===== src/rtl/if_stage.sv =====
// Instruction fetch stage: PC register, next-PC select, IF/ID pipeline register, stall/flush counters.
// Latency: 1 cycle from PC to IF/ID; imem_addr is the PC register with no extra fetch delay.
// Backpressure: DataHazard freezes PC and IF/ID; exceptions override it; redirects wait until it clears.
module if_stage #(
    parameter logic [31:0] RESET_PC  = 32'h8000_0000,
    parameter logic [31:0] ILLOP_VEC = 32'h8000_0004,
    parameter logic [31:0] XADR_VEC  = 32'h8000_0008
) (
    input  logic        clk,
    input  logic        reset,
    input  logic        DataHazard,
    input  logic [2:0]  PCSrc,
    input  logic [31:0] branch_target,
    input  logic [31:0] jump_target,
    input  logic [31:0] jr_target,
    output logic [31:0] imem_addr,
    input  logic [31:0] imem_rdata,
    output logic [31:0] if_id_instr,
    output logic [31:0] if_id_pc_plus4,
    output logic        if_id_valid,
    output logic [15:0] stall_count,
    output logic [15:0] flush_count
);

    localparam logic [2:0] SRC_SEQ    = 3'b000;
    localparam logic [2:0] SRC_BRANCH = 3'b001;
    localparam logic [2:0] SRC_JR     = 3'b010;
    localparam logic [2:0] SRC_JUMP   = 3'b011;
    localparam logic [2:0] SRC_ILLOP  = 3'b100;
    localparam logic [2:0] SRC_XADR   = 3'b101;

    localparam logic [15:0] CNT_MAX = 16'hFFFF;

    logic [31:0] pc_q,          pc_d;
    logic [31:0] instr_q,       instr_d;
    logic [31:0] pc_plus4_q,    pc_plus4_d;
    logic        valid_q,       valid_d;
    logic [15:0] stall_cnt_q,   stall_cnt_d;
    logic [15:0] flush_cnt_q,   flush_cnt_d;

    logic [31:0] pc_plus4;
    logic [31:0] target;
    logic        is_exc;
    logic        is_stall;
    logic        is_redirect;

    // Jumps keep the current supervisor bit, so the target's MSB is never used.
    logic        unused_jump_msb;
    assign unused_jump_msb = jump_target[31];

    // Sequential PC: supervisor bit is sticky, the low 31 bits wrap on their own.
    always_comb begin
        pc_plus4 = {pc_q[31], pc_q[30:0] + 31'd4};
    end

    // Next-PC target mux; the unused codes fall back to sequential fetch.
    always_comb begin
        target = pc_plus4;
        case (PCSrc)
            SRC_BRANCH: target = branch_target;
            SRC_JR:     target = jr_target;
            SRC_JUMP:   target = {pc_q[31], jump_target[30:0]};
            SRC_ILLOP:  target = ILLOP_VEC;
            SRC_XADR:   target = XADR_VEC;
            default:    target = pc_plus4;
        endcase
    end

    // Cycle classification: exception beats stall, stall beats redirect.
    always_comb begin
        is_exc      = (PCSrc == SRC_ILLOP) || (PCSrc == SRC_XADR);
        is_stall    = !is_exc && DataHazard;
        is_redirect = !is_exc && !DataHazard &&
                      ((PCSrc == SRC_BRANCH) || (PCSrc == SRC_JR) || (PCSrc == SRC_JUMP));
    end

    // Next state for PC, IF/ID and the saturating event counters.
    always_comb begin
        pc_d        = pc_q;
        instr_d     = instr_q;
        pc_plus4_d  = pc_plus4_q;
        valid_d     = valid_q;
        stall_cnt_d = stall_cnt_q;
        flush_cnt_d = flush_cnt_q;

        if (is_exc || is_redirect) begin
            // Squash the instruction fetched this cycle; there is no delay slot.
            pc_d        = target;
            instr_d     = 32'h0000_0000;
            pc_plus4_d  = pc_plus4;
            valid_d     = 1'b0;
            flush_cnt_d = (flush_cnt_q == CNT_MAX) ? flush_cnt_q : flush_cnt_q + 16'd1;
        end else if (is_stall) begin
            stall_cnt_d = (stall_cnt_q == CNT_MAX) ? stall_cnt_q : stall_cnt_q + 16'd1;
        end else begin
            pc_d        = pc_plus4;
            instr_d     = imem_rdata;
            pc_plus4_d  = pc_plus4;
            valid_d     = 1'b1;
        end
    end

    // State registers; reset also drops any redirect that was waiting on a stall.
    always_ff @(posedge clk or posedge reset) begin
        if (reset) begin
            pc_q        <= RESET_PC;
            instr_q     <= 32'h0000_0000;
            pc_plus4_q  <= 32'h0000_0000;
            valid_q     <= 1'b0;
            stall_cnt_q <= 16'h0000;
            flush_cnt_q <= 16'h0000;
        end else begin
            pc_q        <= pc_d;
            instr_q     <= instr_d;
            pc_plus4_q  <= pc_plus4_d;
            valid_q     <= valid_d;
            stall_cnt_q <= stall_cnt_d;
            flush_cnt_q <= flush_cnt_d;
        end
    end

    assign imem_addr      = pc_q;
    assign if_id_instr    = instr_q;
    assign if_id_pc_plus4 = pc_plus4_q;
    assign if_id_valid    = valid_q;
    assign stall_count    = stall_cnt_q;
    assign flush_count    = flush_cnt_q;

endmodule

===== config.mk =====
export PLATFORM = sky130hd
export DESIGN_NAME = if_stage
export DESIGN_NICKNAME = d
export VERILOG_FILES = /design/src/rtl/if_stage.sv
export SDC_FILE = /design/constraint.sdc
export NUM_CORES = 1
export LEC_CHECK = 0
export ABC_CLOCK_PERIOD_IN_PS = 5900
export CORE_ASPECT_RATIO = 0.6
export CORE_MARGIN = 1
export CORE_UTILIZATION = 45
export CTS_CLUSTER_SIZE = 24
export DETAILED_ROUTE_END_ITERATION = 8
export PLACE_DENSITY = 0.79
export REMOVE_ABC_BUFFERS = 1
export SYNTH_ARGS = -nofsm -noshare
export SYNTH_HDL_FRONTEND = slang
export SYNTH_SLANG_ARGS = --single-unit

===== constraint.sdc =====
create_clock -name clk -period 5.9 [get_ports clk]
set_clock_uncertainty 0.05 [all_clocks]
set_input_delay 0.885 -clock clk [delete_from_list [all_inputs] [get_ports clk]]
set_output_delay 0.885 -clock clk [all_outputs]
set_load 0.02 [all_outputs]

==> flow_summary_export.csv <==
group,metric,value,unit
yosys,ys_warn_count,0,
clock_tree,htree_num_levels,4,
die,std_cell_rows,34,
sta,post-route-min-period,3920,ps
route,drc,0,
layout,fin_util,69.8,%
route,routed_via_density,5.58,
power,leakage,4.22,nW
worst_setup_path,r2r_start,"imem_addr[2]",
clock_tree,hold_buffers,0,
worst_setup_path,slowest_stage,"a211oi_4",
sta,setup_viol,0,
sta,finalHoldViolCount,0,
placement,gp_congestion,0.847,
global_routing,grt_pass1_wl,33900,um
die,core-area,14600,um2
hold_path,min_from,"if_id_pc_plus4[3]",
route,ant_nets,0,
worst_setup_path,cp_common_cell,"buf_4",
clock_tree,clockBufferDepth,2,
placement,port_buffers,261,
yosys,synth-edff-count,0,
route,drt_first_pass_iters,5,
worst_setup_path,critPathLaunch,"PCSrc[1]",
worst_setup_path,crit_arrival,4160,ps
sta,rsz0062_at_grt,"false",
clock_tree,cts_resized,0,
clock_tree,cts_tree,"done",
sta,fin_crit_sh,66.4,%
yosys,synthMostInstantiatedCell,"dfrtp_1",
layout,areaGrowthSynthToFinish,50.2,%
layout,num_antenna_cells,0,
worst_setup_path,cp-start-kind,"primary input",
yosys,synth_common_cells,"dfrtp_1, nand2_1, nor2_1",
clock_tree,clk_latency,420,ps
yosys,yosys_most_used_dff,"dfrtp_1",
worst_setup_path,cpPeakStageDelay,740,ps
worst_setup_path,crit_type,"in2reg",
sta,slew-limit-headroom,40.2,%
global_routing,track_usage,27.9,%
yosys,synth-seq-area-share,47.5,%
worst_setup_path,cpLargestDelayFamily,"buffers and inverters",
layout,stdcell_count,1155,
die,io-pin-count,263,
yosys,synth_top_area_share,47.1,%
sta,worst_pin_slew,897,ps
clock_tree,clk_pin_slew,60,ps
yosys,synth.area.top_cells,"dfrtp_1, a22o_1, nand2_1, o21ai_0, xnor2_1",
yosys,yosys_register_bits,129,
worst_setup_path,cp_max_fo,24,
route,drt_iter0_markers,469,
worst_setup_path,path_buf_inv,4,
worst_setup_path,worstPathCellList,"clkdlybuf4s50_1, buf_4, clkinv_1, ha_1, nand2b_1, a211oi_4, buf_4, nand2_1, o21ai_0, o2bb2a_1",
clock_tree,numCtsBuffers,17,
flow_run,drv_cap,0,
die,dieArea,15600,um2
hold_path,hp-class,"reg2reg",
layout,layout-drive-gt1-share,8.15,%
power,ir_drop,0.270,mV
route,wl_per_cell,18.5,um
sta,fmax,0.255,GHz
clock_tree,cts.sinks,129,
yosys,synth_area_per_cell,9.71,um2
yosys,synth_area,6800,um2
route,wirelength,21400,um
clock_tree,root_buffer,"clkbuf_16",
route,via_count,6448,
power,powerDensity,348,nW/um2
placement,placed_cells,1123,
power,total_power,3.55,mW
outcome,status,"complete, no violations",
die,initial_core_util,46.5,%
global_routing,antenna_found_initial,0,
global_routing,grt-ovfl-total,0,
yosys,async_flop_share,100,%
yosys,synth_cells,700,
clock_tree,cts_setup_buffers,0,
placement,hpwlAfterDp,15100,um
sta,slew_violations,0,
worst_setup_path,cp.required,6150,ps
worst_setup_path,crit_path_end_kind,"register",
yosys,synth.largest_area_cell,"dfrtp_1",
global_routing,grt_pass1_vias,6068,
global_routing,grt_max_degree,81,
layout,finalNetCount,1082,
die,fp.dieW,161,um
yosys,post_synth_num_cell_types,57,
die,die_y,97.2,um
## cells by family after synthesis
family	share of synthesized area (%)
adder cells (fa/ha/maj)	0.736
XOR/XNOR	7.22
flip-flops	47.5
multiplexers	5.14
AO/OA/AOI/OAI	18.5
buffers and inverters	3.92
AND/OR/NAND/NOR	17.0
## sequential cells by signal, summed over array words and instances (netlist names)
name / count
flush_count: 16
if_id_instr: 32
if_id_pc_plus4: 32
if_id_valid: 1
imem_addr: 32
stall_count: 16
## through the flow
step | hold slack [ps] | setup TNS [ps] | setup WS [ps] | instance area (um2)
final | 417 | 0 | 1980 | 10200
after global routing | 450 | 0 | 1750 | 10200
after CTS | 419 | 0 | 2020 | 10200
after detailed placement | 405 | 0 | 1590 | 9580
after global placement | 403 | 0 | 1700 | 9580
after floorplan | 481 | -24510 | -725 | 6580
## worst min-delay path, stage by stage, from the launching register on
cell and delay, ps:
dfrtp_1 340, nand2_1 50, nand2_1 50
## path summary, 6_finish.rpt
check,endpoint,slack (ps),cells after the start
hold / removal,if_id_pc_plus4[3],420,2
hold reg to reg,if_id_pc_plus4[3],420,2
setup reg to reg,imem_addr[18],3430,6
min in group asynchronous,if_id_pc_plus4[8],920,2
setup / recovery,imem_addr[16],1980,10
max in group asynchronous,imem_addr[22],3720,3
## cells in the final DEF, fill, tap and decap left out, types with 3 or more instances in the layout
cell	instances
o21ai_0	49
clkinv_4	3
inv_6	4
mux2i_1	18
xnor2_1	28
and3_1	11
and4_1	3
buf_4	14
nand2b_1	4
o2bb2a_1	3
a22oi_1	12
a22o_1	33
mux2_2	15
xor2_1	28
a211o_1	3
nor3_1	16
a21o_1	4
bufinv_16	4
nor2_1	50
o22ai_1	8
clkdlybuf4s50_1	260
nand2_1	68
inv_1	11
nand3_1	30
dfrtp_1	128
a21oi_1	45
ha_1	4
a2bb2oi_1	4
clkbuf_16	17
or3_1	5
nand4_1	21
o311ai_0	5
## final cells by class
class / instances / area [um2]
clock buffers: 18 / 429
well taps: 198 / 248
repair buffers: 275 / 2710
clock inverters: 14 / 204
multi-input cells: 508 / 3330
inverters: 13 / 53.8
flip-flops and latches: 129 / 3230
fillers: 1121 / 4420
## where the power goes
part           switching (mW)  total, mW  internal (mW)  leakage, nW
logic                   0.575       1.14          0.566         2.28
registers               0.215       1.28           1.06         1.64
clock network           0.419       1.13          0.715        0.303
total                    1.21       3.55           2.34         4.22
## metal layers
metal	vias up	GRT usage, %	share of wire [%]
met3	16	8.54	9.0
met2	276	40.5	44
met1	3112	40.8	46
met4	0	5.93	0.70
li1	3044	-	-
met5	-	0	0
(Power assumes the default switching activity.)
